==> src/rtl/result_ascii_stream.sv <==
// Converts a solver's binary result to ASCII decimal text using sequential double-dabble.
// It streams one byte per valid/ready handshake and terminates the text with CR LF; a solver error produces "ERR\r\n".
module result_ascii_stream #(
    parameter int IN_W   = 40,
    parameter int DIGITS = 13
) (
    input  logic            clk,
    input  logic            rst_n,
    input  logic [IN_W-1:0] result,
    input  logic            done,
    input  logic            error,
    output logic [7:0]      tx_data,
    output logic            tx_valid,
    input  logic            tx_ready,
    output logic            busy,
    output logic            finished
);

    localparam int PTR_W = (DIGITS > 1) ? $clog2(DIGITS) : 1;
    localparam int CNT_W = $clog2(IN_W + 1);
    localparam int BCD_W = 4 * DIGITS;
    localparam logic [PTR_W-1:0] PTR_MS   = PTR_W'(DIGITS - 1);
    localparam logic [CNT_W-1:0] CNT_LAST = CNT_W'(IN_W - 1);

    typedef enum logic [2:0] {
        IDLE     = 3'd0,
        CONVERT  = 3'd1,
        SCAN     = 3'd2,
        EMIT_NUM = 3'd3,
        EMIT_ERR = 3'd4,
        FINISH   = 3'd5
    } state_t;

    // Add 3 to every nibble >= 5 before the shift; 4-bit add, no carry out
    function automatic logic [BCD_W-1:0] bcd_adjust(input logic [BCD_W-1:0] bcd);
        logic [BCD_W-1:0] adj;
        adj = bcd;
        for (int i = 0; i < DIGITS; i++) begin
            adj[4*i +: 4] = (bcd[4*i +: 4] >= 4'd5) ? (bcd[4*i +: 4] + 4'd3) : bcd[4*i +: 4];
        end
        return adj;
    endfunction

    function automatic logic [3:0] bcd_digit(input logic [BCD_W-1:0] bcd, input logic [PTR_W-1:0] idx);
        logic [3:0] d;
        d = 4'h0;
        for (int i = 0; i < DIGITS; i++) begin
            d = (idx == PTR_W'(i)) ? bcd[4*i +: 4] : d;
        end
        return d;
    endfunction

    function automatic logic [7:0] err_byte(input logic [2:0] idx);
        logic [7:0] b;
        case (idx)
            3'd0:    b = 8'h45;
            3'd1:    b = 8'h52;
            3'd2:    b = 8'h52;
            3'd3:    b = 8'h0D;
            default: b = 8'h0A;
        endcase
        return b;
    endfunction

    state_t            state_r, state_s;
    logic [IN_W-1:0]   shift_r, shift_s;
    logic [BCD_W-1:0]  bcd_r, bcd_s, adj_s;
    logic [CNT_W-1:0]  cnt_r, cnt_s;
    logic [PTR_W-1:0]  ptr_r, ptr_s, ptr_dec_s;
    logic [1:0]        phase_r, phase_s;
    logic [2:0]        err_idx_r, err_idx_s;
    logic [7:0]        tx_data_r, tx_data_s;
    logic              tx_valid_r, tx_valid_s;
    logic              busy_r, busy_s;
    logic              finished_r, finished_s;
    logic              xfer_s;
    logic [3:0]        digit_s, digit_lo_s;

    assign xfer_s     = tx_valid_r & tx_ready;
    assign adj_s      = bcd_adjust(bcd_r);
    assign ptr_dec_s  = ptr_r - PTR_W'(1);
    assign digit_s    = bcd_digit(bcd_r, ptr_r);
    assign digit_lo_s = bcd_digit(bcd_r, ptr_dec_s);

    // State register
    always_ff @(posedge clk) begin
        if (!rst_n) begin
            state_r <= IDLE;
        end else begin
            state_r <= state_s;
        end
    end

    // Next-state logic
    always_comb begin
        state_s = state_r;
        case (state_r)
            IDLE: begin
                if (error) begin
                    state_s = EMIT_ERR;
                end else if (done) begin
                    state_s = CONVERT;
                end else begin
                    state_s = IDLE;
                end
            end
            CONVERT: begin
                if (cnt_r == CNT_LAST) begin
                    state_s = SCAN;
                end else begin
                    state_s = CONVERT;
                end
            end
            SCAN: begin
                if ((digit_s != 4'd0) || (ptr_r == PTR_W'(0))) begin
                    state_s = EMIT_NUM;
                end else begin
                    state_s = SCAN;
                end
            end
            EMIT_NUM: begin
                if (xfer_s && (phase_r == 2'd2)) begin
                    state_s = FINISH;
                end else begin
                    state_s = EMIT_NUM;
                end
            end
            EMIT_ERR: begin
                if (xfer_s && (err_idx_r == 3'd4)) begin
                    state_s = FINISH;
                end else begin
                    state_s = EMIT_ERR;
                end
            end
            FINISH:  state_s = FINISH;
            default: state_s = IDLE;
        endcase
    end

    // Datapath and output next values; the outputs themselves are registered below
    always_comb begin
        shift_s    = shift_r;
        bcd_s      = bcd_r;
        cnt_s      = cnt_r;
        ptr_s      = ptr_r;
        phase_s    = phase_r;
        err_idx_s  = err_idx_r;
        tx_data_s  = tx_data_r;
        tx_valid_s = tx_valid_r;
        busy_s     = busy_r;
        finished_s = finished_r;
        case (state_r)
            IDLE: begin
                if (error) begin
                    busy_s    = 1'b1;
                    err_idx_s = 3'd0;
                end else if (done) begin
                    shift_s = result;
                    bcd_s   = {BCD_W{1'b0}};
                    cnt_s   = {CNT_W{1'b0}};
                    busy_s  = 1'b1;
                end else begin
                    busy_s = 1'b0;
                end
            end
            CONVERT: begin
                {bcd_s, shift_s} = {adj_s[BCD_W-2:0], shift_r, 1'b0};
                cnt_s = cnt_r + CNT_W'(1);
                if (cnt_r == CNT_LAST) begin
                    ptr_s = PTR_MS;
                end else begin
                    ptr_s = ptr_r;
                end
            end
            SCAN: begin
                if ((digit_s == 4'd0) && (ptr_r != PTR_W'(0))) begin
                    ptr_s = ptr_dec_s;
                end else begin
                    tx_valid_s = 1'b1;
                    tx_data_s  = 8'h30 + {4'h0, digit_s};
                    phase_s    = 2'd0;
                end
            end
            EMIT_NUM: begin
                if (xfer_s) begin
                    case (phase_r)
                        2'd0: begin
                            if (ptr_r == PTR_W'(0)) begin
                                phase_s   = 2'd1;
                                tx_data_s = 8'h0D;
                            end else begin
                                ptr_s     = ptr_dec_s;
                                tx_data_s = 8'h30 + {4'h0, digit_lo_s};
                            end
                        end
                        2'd1: begin
                            phase_s   = 2'd2;
                            tx_data_s = 8'h0A;
                        end
                        default: begin
                            tx_valid_s = 1'b0;
                            tx_data_s  = 8'h00;
                            busy_s     = 1'b0;
                            finished_s = 1'b1;
                        end
                    endcase
                end else begin
                    tx_data_s = tx_data_r;
                end
            end
            EMIT_ERR: begin
                // First cycle in this state loads the leading 'E'
                if (!tx_valid_r) begin
                    tx_valid_s = 1'b1;
                    tx_data_s  = err_byte(3'd0);
                end else if (xfer_s) begin
                    if (err_idx_r == 3'd4) begin
                        tx_valid_s = 1'b0;
                        tx_data_s  = 8'h00;
                        busy_s     = 1'b0;
                        finished_s = 1'b1;
                    end else begin
                        err_idx_s = err_idx_r + 3'd1;
                        tx_data_s = err_byte(err_idx_r + 3'd1);
                    end
                end else begin
                    tx_data_s = tx_data_r;
                end
            end
            FINISH: begin
                tx_valid_s = 1'b0;
                busy_s     = 1'b0;
                finished_s = 1'b1;
            end
            default: begin
                tx_valid_s = 1'b0;
                busy_s     = 1'b0;
            end
        endcase
    end

    // Datapath and output registers
    always_ff @(posedge clk) begin
        if (!rst_n) begin
            shift_r    <= {IN_W{1'b0}};
            bcd_r      <= {BCD_W{1'b0}};
            cnt_r      <= {CNT_W{1'b0}};
            ptr_r      <= {PTR_W{1'b0}};
            phase_r    <= 2'd0;
            err_idx_r  <= 3'd0;
            tx_data_r  <= 8'h00;
            tx_valid_r <= 1'b0;
            busy_r     <= 1'b0;
            finished_r <= 1'b0;
        end else begin
            shift_r    <= shift_s;
            bcd_r      <= bcd_s;
            cnt_r      <= cnt_s;
            ptr_r      <= ptr_s;
            phase_r    <= phase_s;
            err_idx_r  <= err_idx_s;
            tx_data_r  <= tx_data_s;
            tx_valid_r <= tx_valid_s;
            busy_r     <= busy_s;
            finished_r <= finished_s;
        end
    end

    assign tx_data  = tx_data_r;
    assign tx_valid = tx_valid_r;
    assign busy     = busy_r;
    assign finished = finished_r;

endmodule
==> config.mk <==
export PLATFORM = sky130hd
export DESIGN_NAME = result_ascii_stream
export DESIGN_NICKNAME = d
export VERILOG_FILES = /design/src/rtl/result_ascii_stream.sv
export SDC_FILE = /design/constraint.sdc
export NUM_CORES = 1
export LEC_CHECK = 0
export ABC_CLOCK_PERIOD_IN_PS = 3440
export BUFFER_PORTS_ARGS = -buffer_cell sky130_fd_sc_hd__buf_2
export CAP_MARGIN = 20
export CORE_UTILIZATION = 55
export DETAILED_ROUTE_END_ITERATION = 12
export GPL_TIMING_DRIVEN = 0
export PLACE_DENSITY = 0.74
export RECOVER_POWER = 25
export SLEW_MARGIN = 30
export SYNTH_ARGS = -nofsm -noshare
export SYNTH_HDL_FRONTEND = slang
export SYNTH_SLANG_ARGS = --single-unit
==> constraint.sdc <==
create_clock -name clk -period 3.44 [get_ports clk]
set_clock_uncertainty 0.15 [all_clocks]
set_input_delay 0.344 -clock clk [delete_from_list [all_inputs] [get_ports clk]]
set_output_delay 0.344 -clock clk [all_outputs]
set_load 0.005 [all_outputs]
==> results of run 1 <==
## worst max-delay path, cell delays in order, from the launching register on
cell and delay (ns):
dfxtp_1 0.47, ha_1 0.20, buf_4 0.16, buf_6 0.17
buf_6 0.18, clkbuf_1 0.40, a221oi_1 0.09, a2111oi_0 0.58
a211oi_1 0.20, nor3_1 0.31, o21ai_0 0.17, mux2i_1 0.17
## layout make-up
type,count,area (µm²)
inverters,43,161
flip-flops and latches,120,2400
well taps,180,225
repair buffers,54,262
clock inverters,12,92.6
multi-input cells,733,4950
fillers,1219,5020
plain buffers,76,353
clock buffers,20,467
## routing by layer
metal,vias to the layer above,wire (µm),global-route usage
li1,3743,-,-
met1,3727,10900,0.458
met2,434,10800,0.525
met3,74,2070,0.0637
met4,0,883,0.156
met5,-,0,0
## power groups by stage
stage / clock (mW) / sequential, mW / combinational, mW
floorplan: 0 / 1.47 / 0.167
global placement: 0 / 1.47 / 0.258
detailed placement: 0 / 1.47 / 0.261
CTS: 1.71 / 1.44 / 0.263
global route: 1.77 / 1.44 / 0.287
finish: 1.70 / 1.44 / 0.265
## timing repair
| action | in CTS | in global routing |
|---|---|---|
| endpoints found under the setup margin | 0 | 4 |
| hold buffers | 0 | 0 |
| hold endpoints to repair | 0 | 0 |
| resized for setup | 0 | 3 |
## synth_stat cells (3+ instances only)
cell type  number  area share
and3_1          3      0.0024
nor3_1         24       0.015
buf_6           4      0.0057
buf_2           7      0.0045
o21ai_1         6      0.0038
a211oi_1        8      0.0076
a21oi_1        56       0.036
o311ai_0        6      0.0067
and2_1         11      0.0088
a221o_1         3      0.0038
nand2b_1       22       0.018
o21ai_0        62       0.039
o31ai_1         4      0.0038
nand3_1        24       0.015
dfxtp_1       120        0.31
mux2i_1         9       0.011
a21boi_0       15       0.014
inv_1          41       0.020
a32o_1          3      0.0038
o211ai_1       12       0.011
nor2_1         52       0.025
xor2_1          4      0.0045
or2_2           4      0.0032
o21a_1          3      0.0029
buf_1           8      0.0038
nand3b_1        8      0.0076
a22oi_1        36       0.034
nand2_1        76       0.036
o22ai_1        16       0.013
o21bai_1        3      0.0029
a2111oi_0       4      0.0045
a222oi_1       39       0.050
xnor2_1        15       0.017
a221oi_1        4      0.0045
nor2b_1        86       0.068
clkbuf_1       50       0.024
o221ai_1        4      0.0045
buf_4           7      0.0067
a31oi_1         7      0.0056
nor3b_1         8      0.0076
ha_1           37       0.059
## logic make-up (layout without fill, tap and decap cells)
logic type / after synthesis / after routing
AND/OR/NAND/NOR: 338 / 338
AO/OA/AOI/OAI: 327 / 327
flip-flops: 120 / 120
buffers and inverters: 119 / 205
adder cells (fa/ha/maj): 37 / 37
XOR/XNOR: 19 / 19
multiplexers: 11 / 11
other: 1 / 1
## metrics by stage
stage	power, mW	util	cells
floorplan	1.63	-	972
global placement	1.73	0.600	1206
detailed placement	1.73	0.600	1206
CTS	3.41	0.640	1238
global route	3.50	0.640	1238
finish	3.41	0.640	1238
## registers in the layout, indices dropped and copies added (netlist names), 2 cells and up
register   flops
tx_data        7
bcd_r         52
state_r        3
phase_r        2
cnt_r          6
shift_r       40
err_idx_r      3
ptr_r          4
## path summary, 6_finish.rpt
kind	cells past startpoint	startpoint	endpoint	slack, ns
setup / recovery	11	ptr_r[0]	tx_data[3]	0.12
hold / removal	3	result[0]	shift_r[0]	0.04
setup reg to reg	11	ptr_r[0]	tx_data[3]	0.12
hold reg to reg	2	tx_data[5]	tx_data[5]	0.31
==> flow_metrics.tcl, run 1 <==
set metrics [dict create \
    dieArea_um2 14800 \
    final_cell_mix "dfxtp_1, nor2b_1, nand2_1" \
    grt_pass1_wl_um 38600 \
    drv_cap 0 \
    comb_power_share 0.078 \
    syn_nets 1054 \
    setup_tns_ns 0 \
    synthAdderAreaFrac 0.0589 \
    synthSimpleGateAreaFrac 0.230 \
    cp_max_fo 10 \
    grt_overflow 0 \
    avgSynthCellArea_um2 8.09 \
    p_seq_frac 0.423 \
    clk_pin_slew_ns 0.06 \
    yosys_warnings 0 \
    hp-class "input pin to flop" \
    drc 0 \
    max_freq_ghz 0.301 \
    slew_headroom 0.365 \
    synth-compound-area-share 0.304 \
    ys_ff_latch 120 \
    yosys-mux-area-fraction 0.0143 \
    setup_viol 0 \
    grt_max_degree 17 \
    post_cts_buffers 0 \
    worstPathRequired_ns 3.64 \
    worst_slew_pin_slew_ns 0.943 \
    ant_nets 0 \
    dp_slack_ns 0.120 \
    ys_seq_area_frac 0.306 \
    tritoncts "built" \
    min_period_over_period 0.966 \
    synth_area_um2 7860 \
    die_x_um 122 \
    setup_slack_ns 0.117 \
    synth_xor_area_frac 0.0212 \
    drt_iter0_drc 967 \
    worstPathArrival_ns 3.52 \
    p_leak_nw 3.00 \
    antenna_found_initial 0 \
    wl_per_cell_um 19.9 \
    placedInstanceArea_um2 8360 \
    maxSlewViolCount 0 \
    routabilityCongestion 1.01 \
    clock_latency_ns 0.43 \
    fin_nets 1127 \
    switchingPower_uw 897 \
    grt_pass1_vias 7227 \
    status "complete, no violations" \
    cts_buffers 17 \
    power.density_nw_per_um2 382 \
    end_kind "flop" \
    start_util 0.564 \
    core_um2 13900 \
    area_growth_pct 13.4 \
    intPower_mw 2.51 \
    synth-edff-count 0 \
    period_minus_slack_ns 3.32 \
    track_usage 0.340 \
    drtPass1Iterations 6 \
    switching_share 0.263 \
    via_per_inst 6.44 \
    drive_gt1_frac 0.124 \
    peakVddDrop_mv 0.374 \
    clk_path_buf_depth 2 \
    die_y_um 122 \
    vias 7978 \
    synthCells 972 \
    worst_setup_path_start_kind "flop" \
    numPortBuffers 54 \
    synth_flop_cell "dfxtp_1" \
    htreeDepth 4 \
    fin_hold_ws_ns 0.0377 \
    clockRootBuffer "clkbuf_16" \
    critical_path_class "flop to flop" \
    antenna_cells 0 \
    synth_cell_type_count 88 \
    rsz0062_at_grt "false" \
    rows 43 \
    p_clk_frac 0.499 \
    wirelength_um 24600 \
    cts.sink_count 120 \
    dp_hpwl_um 18000 \
    synth_top_family_by_area "compound AO/OA/AOI/OAI gates" \
    stdcell_area_um2 8920 \
    hold_viol_final 0 \
    final_common_cell "dfxtp_1" \
    top_level_ports 56 \
    synth-async-reset-ratio 0 \
]
(Power assumes the default switching activity.)
==> run 2, diff against run 1 <==
CELL_PAD_IN_SITES_DETAIL_PLACEMENT = 2   (was default)
CELL_PAD_IN_SITES_GLOBAL_PLACEMENT = 2   (was default)
CORE_UTILIZATION = 37   (was 55)
PLACE_DENSITY = default   (was 0.74)
PLACE_DENSITY_LB_ADDON = 0.1   (was default)
==> run 2 against run 1 <==
The flow now finishes with violations (negative setup slack). First-iteration DRC count down 33%. Setup slack worse by 0.13 ns. Wire length up 29%. Combinational power up 8.7%. Sequential cell count unchanged. Power up 6.4%. Die area up 48%. Fmax down 3.8%. Critical path depth unchanged. Non-clock buffer count up 1. Sequential share of layout area down 0.58 points. Largest cell class unchanged. Largest power group unchanged.
==> flow_metrics.tcl, run 2 (synthesized netlist as in run 1, its figures left out) <==
set metrics [dict create \
    vias 8186 \
    drc 0 \
    area_growth_pct 16.0 \
    track_usage 0.297 \
    maxSlewViolCount 0 \
    critical_path_class "flop to flop" \
    setup_viol 1 \
    worstPathRequired_ns 3.64 \
    setup_slack_ns -0.0146 \
    dp_slack_ns -0.107 \
    core_um2 20600 \
    dp_hpwl_um 22900 \
    grt_pass1_vias 8528 \
    fin_nets 1128 \
    grt_max_degree 17 \
    drtPass1Iterations 7 \
    hold_viol_final 0 \
    numPortBuffers 54 \
    min_to "shift_r[32]" \
    grt_overflow 0 \
    power.density_nw_per_um2 398 \
    hp-class "input pin to flop" \
    drv_cap 0 \
    path_buf_inv 4 \
    ant_nets 0 \
    cts_hold_buffers 0 \
    clockRootBuffer "clkbuf_16" \
    worstPathArrival_ns 3.66 \
    wl_per_cell_um 23.9 \
    final_cell_mix "dfxtp_1, nor2b_1, nand2_1" \
    p_leak_nw 3.05 \
    top_level_ports 56 \
    worst_setup_path_start_kind "flop" \
    max_freq_ghz 0.289 \
    max_stage_delay_ns 0.84 \
    die_y_um 148 \
    rows 52 \
    hold_depth 3 \
    cts.sink_count 120 \
    period_minus_slack_ns 3.45 \
    final_common_cell "dfxtp_1" \
    end_kind "flop" \
    cp_slowest_cell "a2111oi_0" \
    worst_slew_pin_slew_ns 1.02 \
    clock_latency_ns 0.44 \
    drive_gt1_frac 0.134 \
    top_register "bcd_r" \
    failed_checks "negative setup slack" \
    routabilityCongestion 0.900 \
    dieArea_um2 21800 \
    tritoncts "built" \
    clk_path_buf_depth 2 \
    clk_pin_slew_ns 0.07 \
    slew_headroom 0.314 \
    htreeDepth 4 \
    fin_hold_ws_ns 0.0364 \
    path_common_cell "buf_6" \
    start_util 0.382 \
    peakVddDrop_mv 0.280 \
    largest_register_ffs 52 \
    via_per_inst 6.15 \
    fill_cells 2388 \
    r2r_start "ptr_r[1]" \
    cp_max_fo 10 \
    hold_path_startpoint "result[32]" \
    die_x_um 148 \
    ff2ff_setup_slack_ns -0.01 \
    drt_iter0_drc 650 \
    min_period_over_period 1.00 \
    cts_buffers 17 \
    r2r-end "tx_data[1]" \
    status "finished with violations" \
    antenna_found_initial 1 \
    path_cells "ha_1 -> buf_4 -> buf_6 -> buf_6 -> clkbuf_1 -> a221oi_1 -> a2111oi_0 -> nor2_1 -> o21ai_0 -> a311oi_1 -> o31ai_1" \
    crit_family "compound AO/OA/AOI/OAI gates" \
    wirelength_um 31800 \
    critPathLaunch "ptr_r[1]" \
    grt_pass1_wl_um 49500 \
    post-route-util 0.443 \
    r2r_cells 11 \
]
## run 2: cell count changes in the layout (fill, tap and decap cells not counted), sizes merged
cell      change
buf           +6
bufinv        +1
clkbuf        -8
clkinvlp      -3
diode         +1
inv           +5
## run 2: power by group
| group | leakage, nW | internal [mW] | switching [mW] | total, mW |
|---|---|---|---|---|
| Sequential | 0.972 | 1.42 | 0.0205 | 1.44 |
| Clock | 0.293 | 1.04 | 0.858 | 1.90 |
| Combinational | 1.79 | 0.104 | 0.183 | 0.288 |
| Total | 3.05 | 2.56 | 1.06 | 3.63 |
## run 2: through the flow
step | cell area (µm²) | power (mW) | std cells | TNS [ns]
5_1_grt | 9120 | 3.73 | 1330 | -0.00540
2_1_floorplan | 7860 | 1.63 | 972 | 0
4_1_cts | 9080 | 3.64 | 1328 | 0
6_report | 9120 | 3.63 | 1330 | -0.0146
3_3_place_gp | 8470 | 1.75 | 1296 | -0.0441
3_5_place_dp | 8470 | 1.76 | 1296 | -0.107
## run 2: timing repair
action,4_1_cts,5_1_grt
buffers inserted,0,1
endpoints found under the setup margin,1,11
pin swaps,0,1
gates cloned,0,0
resized for setup,4,9
## run 2: final cells by class
class,count,area [µm²],area share
antenna,1,2.50,0.000274
multi-input combinational,733,4980,0.546
tap,270,338,0.0371
timing repair buffer,55,274,0.0301
buffer,76,355,0.0390
clock inverter,15,176,0.0193
inverter,43,161,0.0177
clock buffer,17,425,0.0467
sequential,120,2400,0.264
## run 2: worst max path at each step
stage	slack, ns	cells after the start	end
finish	-0.01	11	tx_data[1]
global route	-0.005	11	tx_data[4]
CTS	0.02	11	tx_data[3]
detailed placement	-0.11	13	tx_data[3]
global placement	-0.04	13	tx_data[3]
floorplan	0.66	12	ptr_r[0]
## run 2: worst register-to-register path, delay by kind of cell (launching register included)
family,cells,cell delay (ns)
and+or+nand+nor,1,0.15
buffers and inverters,4,0.90
DFF,1,0.43
adders and majority gates,1,0.19
AOI/OAI and AO/OA,5,1.57
## run 2: layer usage
layer,share of wire,global-route usage,routed length [µm]
met1,0.46,0.392,14500
met2,0.47,0.476,14800
met3,0.051,0.0571,1610
met4,0.025,0.119,781
met5,0,0,0
